### src/rtl/pc_pkg.sv
// pc_pkg: shared operation encoding, priority decode and default sizes for the PC call stack
package pc_pkg;
  localparam int AW_DEF = 12;
  localparam int DW_DEF = 17;
  localparam int DEPTH_DEF = 8;
  typedef enum logic [2:0] {OP_NONE, OP_INC, OP_BR, OP_WRITE, OP_CALL, OP_RET, OP_CLR} op_t;
  function automatic op_t op_sel(input logic clr, ret, call, wr, br, inc);
    return clr ? OP_CLR : ret ? OP_RET : call ? OP_CALL : wr ? OP_WRITE : br ? OP_BR : inc ? OP_INC : OP_NONE;
  endfunction
endpackage

### src/rtl/ras_lifo.sv
// ras_lifo: return-address LIFO; storage is unreset, occupancy alone hides stale entries
module ras_lifo #(
  parameter int W = 12,
  parameter int DEPTH = 8,
  localparam int PW = $clog2(DEPTH),
  localparam int CW = PW + 1
) (
  input  logic          clk,
  input  logic          rst_n,
  input  logic          clr,
  input  logic          push,
  input  logic          pop,
  input  logic [W-1:0]  din,
  output logic [W-1:0]  top,
  output logic [CW-1:0] count,
  output logic          full,
  output logic          empty
);
  logic [W-1:0] mem [DEPTH];
  logic [PW-1:0] wr_idx, rd_idx;
  logic do_push, do_pop;
  assign wr_idx = count[PW-1:0];
  assign rd_idx = wr_idx - PW'(1);
  assign full = count == CW'(DEPTH);
  assign empty = count == '0;
  assign do_push = push && !full && !clr;
  assign do_pop = pop && !empty && !clr && !push;
  assign top = mem[rd_idx];
  always_ff @(posedge clk)
    if (do_push) mem[wr_idx] <= din;
  always_ff @(posedge clk or negedge rst_n)
    if (!rst_n) count <= '0;
    else count <= clr ? '0 : do_push ? count + CW'(1) : do_pop ? count - CW'(1) : count;
endmodule

### src/rtl/pc_call_stack.sv
// pc_call_stack: program counter with prioritised inc/branch/jump/call/return/clear and sticky stack errors
module pc_call_stack
  import pc_pkg::*;
#(
  parameter int AW = AW_DEF,
  parameter int DW = DW_DEF,
  parameter int DEPTH = DEPTH_DEF
) (
  input  logic                   clk,
  input  logic                   rst_n,
  input  logic                   clr_en,
  input  logic                   ret_en,
  input  logic                   call_en,
  input  logic                   write_en,
  input  logic                   br_en,
  input  logic                   inc_en,
  input  logic [DW-1:0]          datain,
  input  logic [AW-1:0]          offset,
  input  logic                   err_clr,
  output logic [AW-1:0]          dataout,
  output logic [$clog2(DEPTH):0] count,
  output logic                   full,
  output logic                   empty,
  output logic                   ovf_err,
  output logic                   unf_err
);
  op_t op;
  logic [AW-1:0] pc_next, ras_top, jmp, pc_inc;
  logic ovf_set, unf_set;
  assign op = op_sel(clr_en, ret_en, call_en, write_en, br_en, inc_en);
  assign jmp = AW'(datain);
  assign pc_inc = dataout + AW'(1);
  assign ovf_set = op == OP_CALL && full;
  assign unf_set = op == OP_RET && empty;
  ras_lifo #(.W(AW), .DEPTH(DEPTH)) u_ras (
    .clk(clk), .rst_n(rst_n), .clr(op == OP_CLR), .push(op == OP_CALL), .pop(op == OP_RET),
    .din(pc_inc), .top(ras_top), .count(count), .full(full), .empty(empty)
  );
  always_comb
    pc_next = op == OP_CLR ? '0 :
              op == OP_RET ? (empty ? dataout : ras_top) :
              op == OP_CALL ? (full ? dataout : jmp) :
              op == OP_WRITE ? jmp :
              op == OP_BR ? dataout + offset :
              op == OP_INC ? pc_inc : dataout;
  always_ff @(posedge clk or negedge rst_n)
    if (!rst_n) begin
      dataout <= '0;
      ovf_err <= 1'b0;
      unf_err <= 1'b0;
    end else begin
      dataout <= pc_next;
      ovf_err <= ovf_set | (ovf_err & ~err_clr);
      unf_err <= unf_set | (unf_err & ~err_clr);
    end
endmodule
### config.mk
export PLATFORM = sky130hd
export DESIGN_NAME = pc_call_stack
export DESIGN_NICKNAME = d
export VERILOG_FILES = /design/src/rtl/pc_pkg.sv /design/src/rtl/ras_lifo.sv /design/src/rtl/pc_call_stack.sv
export SDC_FILE = /design/constraint.sdc
export NUM_CORES = 1
export LEC_CHECK = 0
export ABC_AREA = 1
export CAP_MARGIN = 30
export CELL_PAD_IN_SITES_DETAIL_PLACEMENT = 1
export CELL_PAD_IN_SITES_GLOBAL_PLACEMENT = 1
export CORE_MARGIN = 2
export CORE_UTILIZATION = 44
export DETAILED_ROUTE_END_ITERATION = 16
export GPL_TIMING_DRIVEN = 0
export PLACE_DENSITY = 0.85
export SETUP_SLACK_MARGIN = 0.02
export SLEW_MARGIN = 40
export SYNTH_ARGS = -nofsm -noshare
export SYNTH_HDL_FRONTEND = slang
export SYNTH_HIERARCHICAL = 1
export SYNTH_SLANG_ARGS = --single-unit
### constraint.sdc
create_clock -name clk -period 3.05 [get_ports clk]
set_input_delay 0.4575 -clock clk [delete_from_list [all_inputs] [get_ports clk]]
set_output_delay 0.4575 -clock clk [all_outputs]
set_load 0.02 [all_outputs]
==> results.txt <==
status: completed
critical path cell sequence: inv_2 > buf_4 > ha_2 > nand3_1 > inv_1 > clkdlybuf4s50_1
Worst-Skew Late Latency: 410 ps
Slew HR: 0.479
critical path class: register to output pin
Mapped Area: 6150 µm²
via count: 5167
Buf/Inv on CP: 4
Final Instance Area: 7560 µm²
max_cap viols: 0
Reg area: 3330 µm²
initial antenna violation count: 0
EDFF count, synth: 96
Crit path max-delay family: buffers and inverters
clock buffer depth: 2
area taken by multi-input logic gates: 2500 µm²
critical-path maximum fanout: 11
I/O pin cnt: 58
pre-CTS setup slack: -223 ps
core area: 13800 µm²
r2r setup slk: 400 ps
ys flop type: edfxtp_1
clk_skew: 7.47 ps
Die H: 122 µm
slowest stage cell on the critical path: clkdlybuf4s50_1
drt wl/cell: 19.6 µm
DRT iter0 DRCs: 288
fin worst setup slack: 149 ps
die extent in x: 122 µm
leading cell type in the layout, fill and taps excluded: nor2_1
Final Max Tran Viols: 0
Setup Fix Bufs, Post-CTS: 0
FILL cells: 1623
syn nets: 729
dpl cell area: 6920 µm²
layout cells sized above 1: 0.127
grt ovf: 0
Largest stage delay, worst path: 610 ps
vias per cell: 5.51
Period minus WS final: 2900 ps
Total Wirelength: 18.4 mm
DRT antenna net count: 0
Syn Inst Count: 674
Root Driver: clkbuf_16
leading cell types in the layout, fill and taps excluded: nor2_1 (132), nand2_1 (126), edfxtp_1 (96), inv_1 (52), clkdlybuf4s50_1 (51)
Initial Utilization: 0.447
non-filler cells, final: 938
CTS Sinks: 114
flops & latches, synth: 114
Crit. End Element: output pin
final number of setup-violating endpoints: 0
Pleak: 3.02 nW
Worst Tran Pin Value: 780 ps
DP Wirelength: 13.2 mm
placed insts: 906
Hold Vio Cnt, Final: 0
PD cells: 861 nW/µm²
Port Buffers: 52
worst vdd ir: 0.491 mV
vias in the first global route: 5536
gpl congestion: 0.872
Setup crit start kind: register
Fmax: 345 MHz
Mean Syn Cell Area: 9.13 µm²
arrival time at the worst endpoint: 2440 ps
die area: 15000 µm²
first-pass GRT wire length: 29.4 mm
Tot Pwr: 6.51 mW
largest net degree at the start of global routing: 19
RSZ-0062 raised after global routing: false
Inserted Clock Buffers: 17
drt drc: 0
Unique masters post-synth: 41
sequential share of the synthesized area: 0.542
Global Route Usage Sum: 0.266
TritonCTS clock tree: built
DR pass1 iterations: 4
YS warnings: 6
share of synthesized registers carrying an async set or reset: 0.158
# diodes: 0
CP required: 2590 ps
Nets: 801
hold crit path type: register to register
Final period util: 0.951
Worst-path clk slew: 60 ps
H-tree depth: 4
Cell Rows: 43
area delta synth->final: 22.9%
[cell type report]
cell class	count	share of cell area
Clock buffer	17	0.0563
Buffer	22	0.0190
Multi-Input combinational cell	480	0.330
Inverter	58	0.0291
Timing Repair Buffer	53	0.0695
Tap cell	180	0.0298
Sequential cell	114	0.441
Clock inverter	14	0.0251
[routing by layer]
metal  vias up  GRT usage  wire length, µm
li1       2414          -                -
met1      2563      0.312             7530
met2       145      0.479             9630
met3        45     0.0362              626
met4         0      0.125              604
met5         -          0                0
[cell families after synthesis]
kind of cell             share of synthesized area
AND/OR/NAND/NOR                              0.225
AO/OA/AOI/OAI                                0.120
flip-flops                                   0.542
buffers and inverters                       0.0592
adder cells (fa/ha/maj)                     0.0370
XOR/XNOR                                    0.0169
[worst paths after layout]
path	end	cells after the start	from
max reg2reg	u_ras/mem[0][11]	8	u_ras/count[0]
max in group asynchronous	dataout[8]	2	rst_n
min	unf_err	2	unf_err
min in group asynchronous	unf_err	2	rst_n
max	full	6	u_ras/count[0]
min reg2reg	unf_err	2	unf_err
[metrics by stage]
step	setup TNS (ps)	hold slack [ps]	util
after global placement	-32040	512	0.501
final	0	545	0.549
after detailed placement	-15150	426	0.502
after CTS	0	520	0.548
after floorplan	0	162	-
after global routing	0	571	0.549
[synthesized netlist by cell type, drive strengths merged, types with 2 or more instances]
library cell,number,share of area
fa,2,0.0065
ha,15,0.030
o21ai,70,0.057
dfrtp,18,0.073
buf,16,0.020
inv,58,0.036
a21oi,35,0.035
edfxtp,96,0.47
clkbuf,6,0.0037
xnor2,4,0.0057
nand4,12,0.013
nand2,135,0.087
a21boi,2,0.0024
o211ai,3,0.0045
nor3,2,0.0024
xor2,7,0.011
nor2,145,0.094
nand3,30,0.028
o21a,13,0.016
[tightest hold or removal path, cell delays in order, from the launching register on]
cell and delay [ps]:
dfrtp_1 380, inv_1 50, o21ai_0 70
[registers in the layout, summed over array words and instances, names as in the netlist]
signal / cells
dataout: 12
ovf_err: 1
u_ras/count: 4
u_ras/mem: 96
unf_err: 1
[report_power, final]
part           switching (mW)  total, mW  internal, mW
sequential              0.136       2.05          1.92
clock                   0.704       2.06          1.35
combinational            1.56       2.40         0.839
[repair_timing]
action	CTS	global route
hold buffers	1	0
endpoints found under the hold margin	18	0
gates resized for setup	0	2
endpoints found under the setup margin	0	9
Note: power is estimated with default switching activity, not from simulation.
==> patch (same flow settings) <==
Take the reset off `dataout` and load it in a clocked block of its own.
--- a/src/rtl/pc_call_stack.sv
+++ b/src/rtl/pc_call_stack.sv
@@ -47,3 +47,2 @@
     if (!rst_n) begin
-      dataout <= '0;
       ovf_err <= 1'b0;
@@ -51,3 +50,2 @@
     end else begin
-      dataout <= pc_next;
       ovf_err <= ovf_set | (ovf_err & ~err_clr);
@@ -55,2 +53,6 @@
     end
+
+  always_ff @(posedge clk) begin
+      dataout <= pc_next;
+  end
 endmodule
Formal check against the unedited RTL: not equivalent (Yosys sat finds a counterexample within 4 cycles, from zero or initial values and one cycle with rst_n low).
==> patch against the unedited design <==
- total power fell by 10%
- sequential power fell by 8%
- design area fell by 1.2%
- cell count fell by 1.5%
- sequential cell count did not move
- synthesized area fell by 1.1%
- worst setup slack got worse by 0.012 ns
- wire length fell by 0.10%
==> patch: results (changes against the unedited design) <==
** Run status
- Outcome: finished clean (unchanged).

** Power
- Worst vdd ir :: 0.000560 V (was 0.000491 V)
- Lkg Pwr :: 2.91 nW (was 3.02 nW)

** Routing
- The detailed-router iteration count before antenna repair was 5 (was 4).

** Logic synthesis
- Average cell area after synthesis :: 9.15 sq um (was 9.13 sq um)
- The proportion of register bits with asynchronous set or reset after synthesis is 5.26% (was 15.8%).
- The sequential cell area fraction in the yosys report was 53.8% (was 54.2%).
- Synthesized-area fraction occupied by adder cells :: 3.74% (was 3.70%)
- The synthesized-area fraction occupied by xor and xnor cells was 2.28% (was 1.69%).
- Synthesized-area fraction occupied by ao, oa, aoi and oai cells :: 12.6% (was 12.0%)
- The synthesized netlist net count is 720 (was 729).

** Worst setup path
- The capturing point of the worst reg2reg path is u_ras/count[3] (was u_ras/mem[0][11]).
- Reg2Reg Setup Slack :: 0.31 ns (was 0.40 ns)
- The data arrival time of the critical path came to 2.46 ns (was 2.44 ns).
- The length in cells of the worst reg-to-reg path came to 14 (was 8).

** Global routing
- Maximum number of pins on one net before global-route repair :: 17 (was 19)
- The first-pass GRT wire length is 28900 um (was 29400 um).

** Cells and area
- Final Non-Filler Cells :: 924 (was 938)
- # nets final :: 790 (was 801)
- Final core utilization :: 56.0% (was 54.9%)

** Placed design
- Number of port buffers :: 51 (was 52)
- The final HPWL from detailed placement is 12900 um (was 13200 um).
- The number of instances in the placed design was 892 (was 906).
- The post-placement worst setup slack came to 0.181 ns (was -0.223 ns).

** Hold path
- Launch point of the worst hold path :: clr_en (was unf_err)
- The endpoint of the worst hold-timing path is dataout[10] (was unf_err).

** Timing
- Tmin final :: 2.91 ns (was 2.90 ns)
- The pin slew with the least headroom to its limit is 0.788 ns (was 0.780 ns).
patch: final cells by class:
class,count,area share (%)
timing repair buffer,51,6.83
tap,176,2.95
inverter,53,2.73
sequential,114,43.8
clock inverter,13,2.14
buffer,25,2.29
multi-input combinational,473,33.3
clock buffer,19,5.93
patch: routing by layer:
metal | up-vias | GRT usage [%] | routed length, um
met3 | 42 | 4.82 | 679
met2 | 159 | 46.6 | 9580
met4 | 0 | 10.9 | 582
met1 | 2487 | 31.0 | 7530
met5 | - | 0 | 0
li1 | 2379 | - | -
patch: cells by family (layout without fill, tap and decap cells):
family | count (synthesis) | in the layout
AO/OA/AOI/OAI | 137 | 137
adder cells (fa/ha/maj) | 17 | 17
AND/OR/NAND/NOR | 304 | 304
buffers and inverters | 78 | 161
flip-flops | 114 | 114
XOR/XNOR | 15 | 15
patch: where the power goes:
part / total [mW] / switching [mW] / internal (mW)
logic: 1.94 / 1.26 / 0.684
clock network: 2.00 / 0.696 / 1.30
registers: 1.89 / 0.0885 / 1.80
total: 5.84 / 2.04 / 3.79
